File: config.mk
export PLATFORM = sky130hd
export DESIGN_NAME = if_stage
export DESIGN_NICKNAME = d
export VERILOG_FILES = /design/src/rtl/riscv_pkg.sv /design/src/rtl/if_pc_gen.sv /design/src/rtl/if_stage.sv
export SDC_FILE = /design/constraint.sdc
export NUM_CORES = 1
export LEC_CHECK = 0
export CORE_ASPECT_RATIO = 1.4
export CORE_MARGIN = 1.5
export CORE_UTILIZATION = 35
export DETAILED_ROUTE_END_ITERATION = 8
export PLACE_DENSITY = 0.65
export SKIP_LAST_GASP = 1
export SYNTH_ARGS = -nofsm -noshare
export SYNTH_HDL_FRONTEND = slang
export SYNTH_SLANG_ARGS = --single-unit
File: constraint.sdc
create_clock -name sys_clk -period 6 [get_ports sys_clk]
set_clock_uncertainty 0.05 [all_clocks]
set_input_delay 0.6 -clock sys_clk [delete_from_list [all_inputs] [get_ports sys_clk]]
set_output_delay 0.6 -clock sys_clk [all_outputs]
set_load 0.02 [all_outputs]
File: src/rtl/riscv_pkg.sv
// Shared RV32I core types: XLEN, bubble encoding, IF state and IF/ID bundle.
// Consumed by if_stage, if_pc_gen and id_stage.
package riscv_pkg;

  localparam int XLEN = 32;
  localparam logic [XLEN-1:0] NOP_INST = 32'h0000_0013;

  typedef enum logic {
    S_BOOT = 1'b0,
    S_RUN  = 1'b1
  } if_state_t;

  typedef struct packed {
    logic [XLEN-1:0] pc;
    logic [XLEN-1:0] inst;
    logic            valid;
  } if_id_t;

endpackage

File: src/rtl/if_pc_gen.sv
// Next-PC selection plus the fetch_pc/fetch_valid tracking registers.
// fetch_pc names the address whose BRAM data is on the read port now.
module if_pc_gen
  import riscv_pkg::*;
#(
  parameter logic [XLEN-1:0] RESET_PC = '0
) (
  input  logic            clk,
  input  logic            rst_n,
  input  if_state_t       state,
  input  logic            stall,
  input  logic            redirect,
  input  logic [XLEN-1:0] redirect_pc,
  output logic [XLEN-1:0] pc_next,
  output logic [XLEN-1:0] fetch_pc,
  output logic            fetch_valid
);

  always_comb begin
    pc_next = fetch_pc + 32'd4;
    if (state == S_BOOT)
      pc_next = RESET_PC;
    else if (redirect)
      pc_next = redirect_pc;
    else if (stall)
      pc_next = fetch_pc;
  end

  // Wrong-path data in a redirect cycle is squashed in IF/ID itself, so
  // the target's data one cycle later is already on the correct path.
  always_ff @(posedge clk or negedge rst_n) begin
    if (!rst_n) begin
      fetch_pc    <= RESET_PC;
      fetch_valid <= 1'b0;
    end else begin
      fetch_pc    <= pc_next;
      fetch_valid <= (state == S_RUN) | (state == S_BOOT);
    end
  end

endmodule

File: src/rtl/if_stage.sv
// RV32I instruction-fetch stage: PC, imem addressing, IF/ID register.
// Optional perf counters built when IF_PERF_CNT_EN is defined.
module if_stage #(
  parameter logic [31:0] RESET_PC = 32'h0000_0000,
  parameter int          IMEM_AW  = 10,
  parameter logic [31:0] NOP_INST = 32'h0000_0013
) (
  input  logic               sys_clk,
  input  logic               sys_rst_n,
  input  logic               stall_i,
  input  logic               redirect_i,
  input  logic [31:0]        redirect_pc_i,
  output logic [IMEM_AW-1:0] imem_addr_o,
  output logic               imem_en_o,
  input  logic [31:0]        imem_rdata_i,
  output logic [31:0]        if_id_pc_o,
  output logic [31:0]        if_id_inst_o,
  output logic               if_id_valid_o
`ifdef IF_PERF_CNT_EN
  ,
  output logic [31:0]        if_fetch_cnt_o,
  output logic [31:0]        if_bubble_cnt_o
`endif
);

  import riscv_pkg::*;

  if_state_t       state;
  if_state_t       state_d;
  logic [XLEN-1:0] pc_next;
  logic [XLEN-1:0] fetch_pc;
  logic            fetch_valid;
  if_id_t          if_id;
  logic            load;
  logic            load_valid;
  logic            unused_pc_bits;

  always_ff @(posedge sys_clk or negedge sys_rst_n) begin
    if (!sys_rst_n)
      state <= S_BOOT;
    else
      state <= state_d;
  end

  always_comb begin
    state_d = state;
    unique case (state)
      S_BOOT:  state_d = S_RUN;
      S_RUN:   state_d = S_RUN;
      default: state_d = S_BOOT;
    endcase
  end

  if_pc_gen #(
    .RESET_PC(RESET_PC)
  ) u_pc_gen (
    .clk        (sys_clk),
    .rst_n      (sys_rst_n),
    .state      (state),
    .stall      (stall_i),
    .redirect   (redirect_i),
    .redirect_pc(redirect_pc_i),
    .pc_next    (pc_next),
    .fetch_pc   (fetch_pc),
    .fetch_valid(fetch_valid)
  );

  assign imem_addr_o    = pc_next[IMEM_AW+1:2];
  assign imem_en_o      = sys_rst_n;
  assign unused_pc_bits = ^{pc_next[XLEN-1:IMEM_AW+2], pc_next[1:0]};

  // Redirect overrides stall: it always flushes IF/ID.
  assign load       = redirect_i | ~stall_i;
  assign load_valid = ~redirect_i & fetch_valid;

  always_ff @(posedge sys_clk or negedge sys_rst_n) begin
    if (!sys_rst_n) begin
      if_id <= '{pc: '0, inst: NOP_INST, valid: 1'b0};
    end else if (load) begin
      if_id.pc    <= fetch_pc;
      if_id.inst  <= load_valid ? imem_rdata_i : NOP_INST;
      if_id.valid <= load_valid;
    end
  end

  assign if_id_pc_o    = if_id.pc;
  assign if_id_inst_o  = if_id.inst;
  assign if_id_valid_o = if_id.valid;

`ifdef IF_PERF_CNT_EN
  always_ff @(posedge sys_clk or negedge sys_rst_n) begin
    if (!sys_rst_n) begin
      if_fetch_cnt_o  <= '0;
      if_bubble_cnt_o <= '0;
    end else if (load) begin
      if (load_valid)
        if_fetch_cnt_o <= if_fetch_cnt_o + 32'd1;
      else
        if_bubble_cnt_o <= if_bubble_cnt_o + 32'd1;
    end
  end
`endif

endmodule
==> results.md, run 1 <==
* Crit Path Class: input port to output port
* Vias per inst at ~5.4
* Post-synth top cells: 109 x nand2_1, 95 x dfrtp_1, 29 x a22o_1, 28 x o21ai_0, 20 x clkbuf_1
* Status: finished, violations left
* Clock buffer depth at 2
* Initial core utilization at 0.363
* Hold_buf cts at 0
* Root Buffer: clkbuf_16
* Fillers at roughly 1200
* Proportion of layout cells with a drive suffix above 1 at 0.0589
* Crit. End Element: output port
* Die Ht at between 100 and 150 µm
* Crit path max fanout at 17
* Compound-gate portion of the synthesized area at 0.162
* Dpl cells at between 700 and 800
* Final-report setup violation count at 0
* DP Wirelength at between 8000 and 9000 µm
* Number of core rows at 48
* Final Non-Filler Cells at ~730
* Worst-path clk slew at about 70 ps
* Peak Freq at around 260 MHz
* Grt total ovfl at 0
* Number of global-route vias before repair at roughly 3900
* Worst slew pin tran at 1200 ps
* Power Density at about 260 nW/µm²
* Comb power frac at 0.151
* Post-synth cell types at 53
* GPL Wtd Cong at 0.832
* Register bit total from synthesis at 98
* YS warnings at 0
* CTS Sinks at about 100
* Top_reg_cell synth: dfrtp_1
* DRT Pass-1 Iters at 7
* Synth top area share at 0.527
* Int Pwr at 1.25 mW
* Net Switching at between 400 and 500 µW
* Die Area at 13600 µm²
* # diodes at 0
* Switching fraction of total power at 0.254
* Worst EP required at approximately 5400 ps
* Leading area contributor after synthesis: dfrtp_1
* Post-CTS sizing at 0
* Max layer used: met4
* RSZ-0062 raised after global routing: false
* Synth Area in Adders at 0.00277
* Register share of total power at 0.443
* Final Hold Fails at 0
* Max-cap violations at 0
* Post-CTS setup buffers at 0
* Worst reg2reg setup slack at between 3000 and 4000 ps
* Post-Route Setup TNS at 0 ps
* Routed wire length at roughly 13000 µm
* DR vias at just under 4000
* First-pass GRT wire length at between 20000 and 25000 µm
* IO Count at ~140
* Met2 Routed Length at approximately 6500 µm
* Clock Latency Late Sink at approximately 340 ps
* Post-Syn Nets at around 520
* Hold Path Class: input port to asynchronous set/reset pin
* Die Wd at around 100 µm
* H-tree depth at 3
* Met3 wire len at 572 µm
* Wire per inst at about 17 µm
* Area Overhead vs Synth at 40.1%
* Period utilization at 0.653
* M1 wire length at approximately 5100 µm
* Ranking of synthesized cells by area: dfrtp_1 53%, nand2_1 9.1%, a22o_1 5.6%
* Top-count cell post-synth: nand2_1
* Gr usage total at 0.190
* Min cycle time layout at about 3900 ps
* Simple-Gate Fraction of Synth Area at 0.217
* EDFF count, synth at 0
* Synth async-reset ratio at 1.00
* Storage cell area at about 2500 µm²
* Relative slew slack at 0.197
* Clock share of power at 0.406
* Number of remaining DRC errors at 9
* Placeable core area at ~12000 µm²
* Violated checks: DRC
* Nets at 641
* XOR/XNOR Fraction of Synth Area at 0.0175
* Fin util at 0.509
* Max VDD drop at 0.118 mV
* R2R depth at 5
* Detail Route Antenna Nets at 0
* Slew Limit Fails at 0
* Multi-input logic area at 1840 µm²
* CTS buffer count at 9
* R2R Path End: u_pc_gen.fetch_pc[28]
* Largest family of logic cells by synthesized area: simple AND/OR/NAND/NOR gates
* Synth Cell Area at between 4000 and 5000 µm²
* Register area share after synthesis at 0.544
* Largest net degree at the start of global routing at 63
* Syn_area_per_cell at 9.96 µm²
* Initial DRC count at 174
* LEAKAGE at between 2 and 3 nW
* Startpoint Class: input port
* Initial antenna violation count at 0
* Port bufs at approximately 140
* Cell count after synthesis at between 400 and 500
* Crit path DAT at approximately 3300 ps
* CTS tree: yes
* Mux cell area share after synthesis at 0.00665
* Reg-to-Reg Start: u_pc_gen.fetch_pc[2]
[state kept, by name, indices dropped and copies added (netlist names)]
signal	cells
if_id_pc_o	32
u_pc_gen.fetch_pc	32
if_id_valid_o	1
if_id_inst_o	32
u_pc_gen.fetch_valid	1
[logic make-up after synthesis]
family          count (synthesis)
compound gates                101
xor+xnor                        9
fa+ha+maj                       1
buf+inv                        45
flops                          98
mux                             3
other cells                     1
simple gates                  195
[through the flow]
step / worst slack (ps) / hold WS [ps] / area [µm²] / power, mW
6_report: 2080 / 162 / 6320 / 1.67
5_1_grt: 1970 / 188 / 6320 / 1.74
4_1_cts: 2070 / 178 / 6320 / 1.69
2_1_floorplan: 3730 / 254 / 4510 / 0.864
3_3_place_gp: 2140 / 402 / 5970 / 1.00
3_5_place_dp: 2070 / 406 / 5970 / 1.01
[critical path: stages]
cell             delay, ps
clkdlybuf4s50_1        750
nand4b_1               560
nor3_1                 360
xnor2_1                100
a21oi_1                240
clkdlybuf4s50_1        650
[placed cells by master, fill, tap and decap left out, drive strengths merged, types with 3 or more instances in the layout]
master | Yosys | final
o211a | 5 | 5
o22a | 3 | 3
nand4 | 12 | 12
a21oi | 6 | 6
and2 | 3 | 3
and3 | 4 | 4
dfstp | 3 | 3
or3 | 7 | 7
or4 | 11 | 11
bufinv | 0 | 3
nand2b | 4 | 4
nor4 | 6 | 6
o31ai | 6 | 6
dfrtp | 95 | 95
nand3 | 13 | 13
a22o | 29 | 29
nor3 | 8 | 8
nand2 | 109 | 109
xnor2 | 4 | 4
inv | 5 | 6
nor2 | 4 | 4
buf | 19 | 6
o311a | 3 | 3
and4 | 3 | 3
o21ai | 28 | 28
nor2b | 5 | 5
clkdlybuf4s50 | 0 | 142
xor2 | 5 | 5
mux2i | 3 | 3
clkbuf | 21 | 10
a31oi | 9 | 9
[power groups by stage]
stage	sequential (mW)	combinational (mW)	clock (mW)
6_report	0.741	0.253	0.678
5_1_grt	0.747	0.273	0.722
4_1_cts	0.741	0.256	0.696
3_5_place_dp	0.754	0.255	0
3_3_place_gp	0.751	0.252	0
2_1_floorplan	0.776	0.0884	0
[cell type report]
class                      count  area share
tap                          150      0.0297
clock inverter                 6      0.0178
multi-input combinational    310       0.291
timing repair buffer         148       0.232
clock buffer                  10      0.0378
sequential                    98       0.388
inverter                       5     0.00297
[how the worst max path moves through the flow]
| stage | start | to | cells after the start | slack, ps |
|---|---|---|---|---|
| final | stall_i | imem_addr_o[9] | 6 | 2080 |
| after global routing | stall_i | imem_addr_o[9] | 6 | 1970 |
| after CTS | stall_i | imem_addr_o[9] | 6 | 2070 |
| after detailed placement | stall_i | imem_addr_o[9] | 6 | 2070 |
| after global placement | stall_i | imem_addr_o[9] | 6 | 2140 |
| after floorplan | redirect_i | imem_addr_o[1] | 6 | 3730 |
[routing by layer]
metal	global-route usage	vias to the layer above
li1	-	1858
met1	0.227	1894
met2	0.325	125
met3	0.0401	26
met4	0.0913	0
met5	0	-
(Power assumes the default switching activity.)
==> run 2: changes to the inputs <==
==> constraint.sdc (replaced) <==
create_clock -name sys_clk -period 3.65 [get_ports sys_clk]
set_clock_uncertainty 0.05 [all_clocks]
set_input_delay 0.365 -clock sys_clk [delete_from_list [all_inputs] [get_ports sys_clk]]
set_output_delay 0.365 -clock sys_clk [all_outputs]
set_load 0.02 [all_outputs]
==> run 2 against run 1 <==
Against the previous run:
- the run still ends with DRC left
- largest cell class unchanged
- critical path depth is the same
- largest power group unchanged
- setup slack lost 1600 ps
- critical endpoint unchanged
- count of clock-buffer cells in the layout shrank 1
==> results.md, run 2 (synthesis gave the netlist of run 1 again) <==
* Proportion of layout cells with a drive suffix above 1 at 0.0669
* Die Wd at 99.0 µm
* DR vias at roughly 4000
* Startpoint Class: input port
* Clock Latency Late Sink at about 350 ps
* CTS buffer count at 9
* Die Area at ~14000 µm²
* Multi-input logic area at about 1800 µm²
* Gr usage total at 0.191
* Number of core rows at 48
* Post-CTS sizing at 0
* Worst reg2reg setup slack at about 1300 ps
* Routed wire length at 12600 µm
* Slack of the critical path at 501 ps
* Peak Freq at between 300 and 400 MHz
* DRT Pass-1 Iters at 8
* Number of global-route vias before repair at 3925
* Relative slew slack at 0.294
* Area Overhead vs Synth at 40.2%
* Post-Route Setup TNS at 0 ps
* Largest net degree at the start of global routing at 62
* Die Ht at 137 µm
* RSZ-0062 raised after global routing: false
* Nets at roughly 650
* LEAKAGE at 2.75 nW
* Crit path max fanout at 10
* Grt total ovfl at 0
* Clock buffer depth at 2
* Period utilization at 0.863
* Hold_buf cts at 1
* Fillers at 1154
* Worst slew pin tran at approximately 1100 ps
* Hold Path Class: flip-flop to flip-flop
* Number of remaining DRC errors at 8
* Commonest non-fill, non-tap cell in the layout: clkdlybuf4s50_1
* Port bufs at roughly 140
* Max VDD drop at 0.252 mV
* Crit path DAT at approximately 2700 ps
* IO Count at about 140
* Vias per inst at ~5.3
* First-pass GRT wire length at between 20000 and 25000 µm
* Worst EP required at 3230 ps
* Placeable core area at 12400 µm²
* # diodes at 0
* Max-cap violations at 0
* Initial core utilization at 0.363
* GPL Wtd Cong at approximately 0.84
* Crit Path Class: input port to output port
* Final Hold Fails at 0
* Pre-CTS setup slack at ~490 ps
* Root Buffer: clkbuf_16
* H-tree depth at 3
* Most frequent cells in the layout: 142 x clkdlybuf4s50_1, 109 x nand2_1, 95 x dfrtp_1
* Crit. End Element: output port
* CTS Sinks at 98
* Detail Route Antenna Nets at 0
* Initial DRC count at between 150 and 200
* Slew Limit Fails at 0
* Storage cell area at between 2000 and 2500 µm²
* Worst-path clk slew at around 70 ps
* Wire per inst at 17.1 µm
* DP Wirelength at 8980 µm
* Min cycle time layout at 3150 ps
* CTS tree: yes
* Power Density at 415 nW/µm²
* Final-report setup violation count at 0
* Violated checks: DRC
* Initial antenna violation count at 0
* Status: finished, violations left
* Post-CTS setup buffers at 0
run 2: power by group:
group	internal (mW)	leakage [nW]	switching [mW]	total [mW]
logic	0.210	1.32	0.210	0.420
clock network	0.545	0.149	0.443	0.988
registers	1.15	1.29	0.0647	1.22
total	1.91	2.75	0.718	2.63
run 2: area by class of cell:
class | count | share of cell area
clock buffers | 9 | 0.0356
clock inverters | 7 | 0.0132
inverters | 5 | 0.00297
multi-input cells | 310 | 0.291
flip-flops and latches | 98 | 0.388
well taps | 150 | 0.0297
repair buffers | 154 | 0.239
run 2: stage by stage:
stage | hold WS, ps | area [µm²] | power [mW] | util | cells
finish | 419 | 6330 | 2.63 | 0.509 | 733
global route | 454 | 6330 | 2.74 | 0.509 | 733
CTS | 425 | 6330 | 2.66 | 0.509 | 733
detailed placement | 312 | 6010 | 1.66 | 0.483 | 716
global placement | 303 | 6010 | 1.65 | 0.483 | 716
floorplan | 19.4 | 4510 | 1.42 | - | 453
run 2: worst max-delay path, stage by stage:
cell             delay (ps)
clkdlybuf4s50_1         570
nand4b_1                470
nor3_1                  320
xnor2_1                 100
a21oi_1                 250
clkdlybuf4s50_1         660
run 2: final timing paths:
path	cells past startpoint	to	from
setup / recovery	6	imem_addr_o[9]	stall_i
hold / removal	2	if_id_pc_o[3]	if_id_pc_o[3]
setup reg to reg	5	u_pc_gen.fetch_pc[28]	u_pc_gen.fetch_pc[2]
hold reg to reg	2	if_id_pc_o[3]	if_id_pc_o[3]
max in group asynchronous	3	if_id_pc_o[13]	sys_rst_n
min in group asynchronous	2	if_id_inst_o[23]	sys_rst_n
run 2: layer usage:
layer,wire length (µm),vias up,GRT usage
met3,569,13,0.0325
met1,5330,1895,0.237
met2,6490,119,0.331
li1,-,1865,-
met5,0,-,0
met4,168,0,0.0730
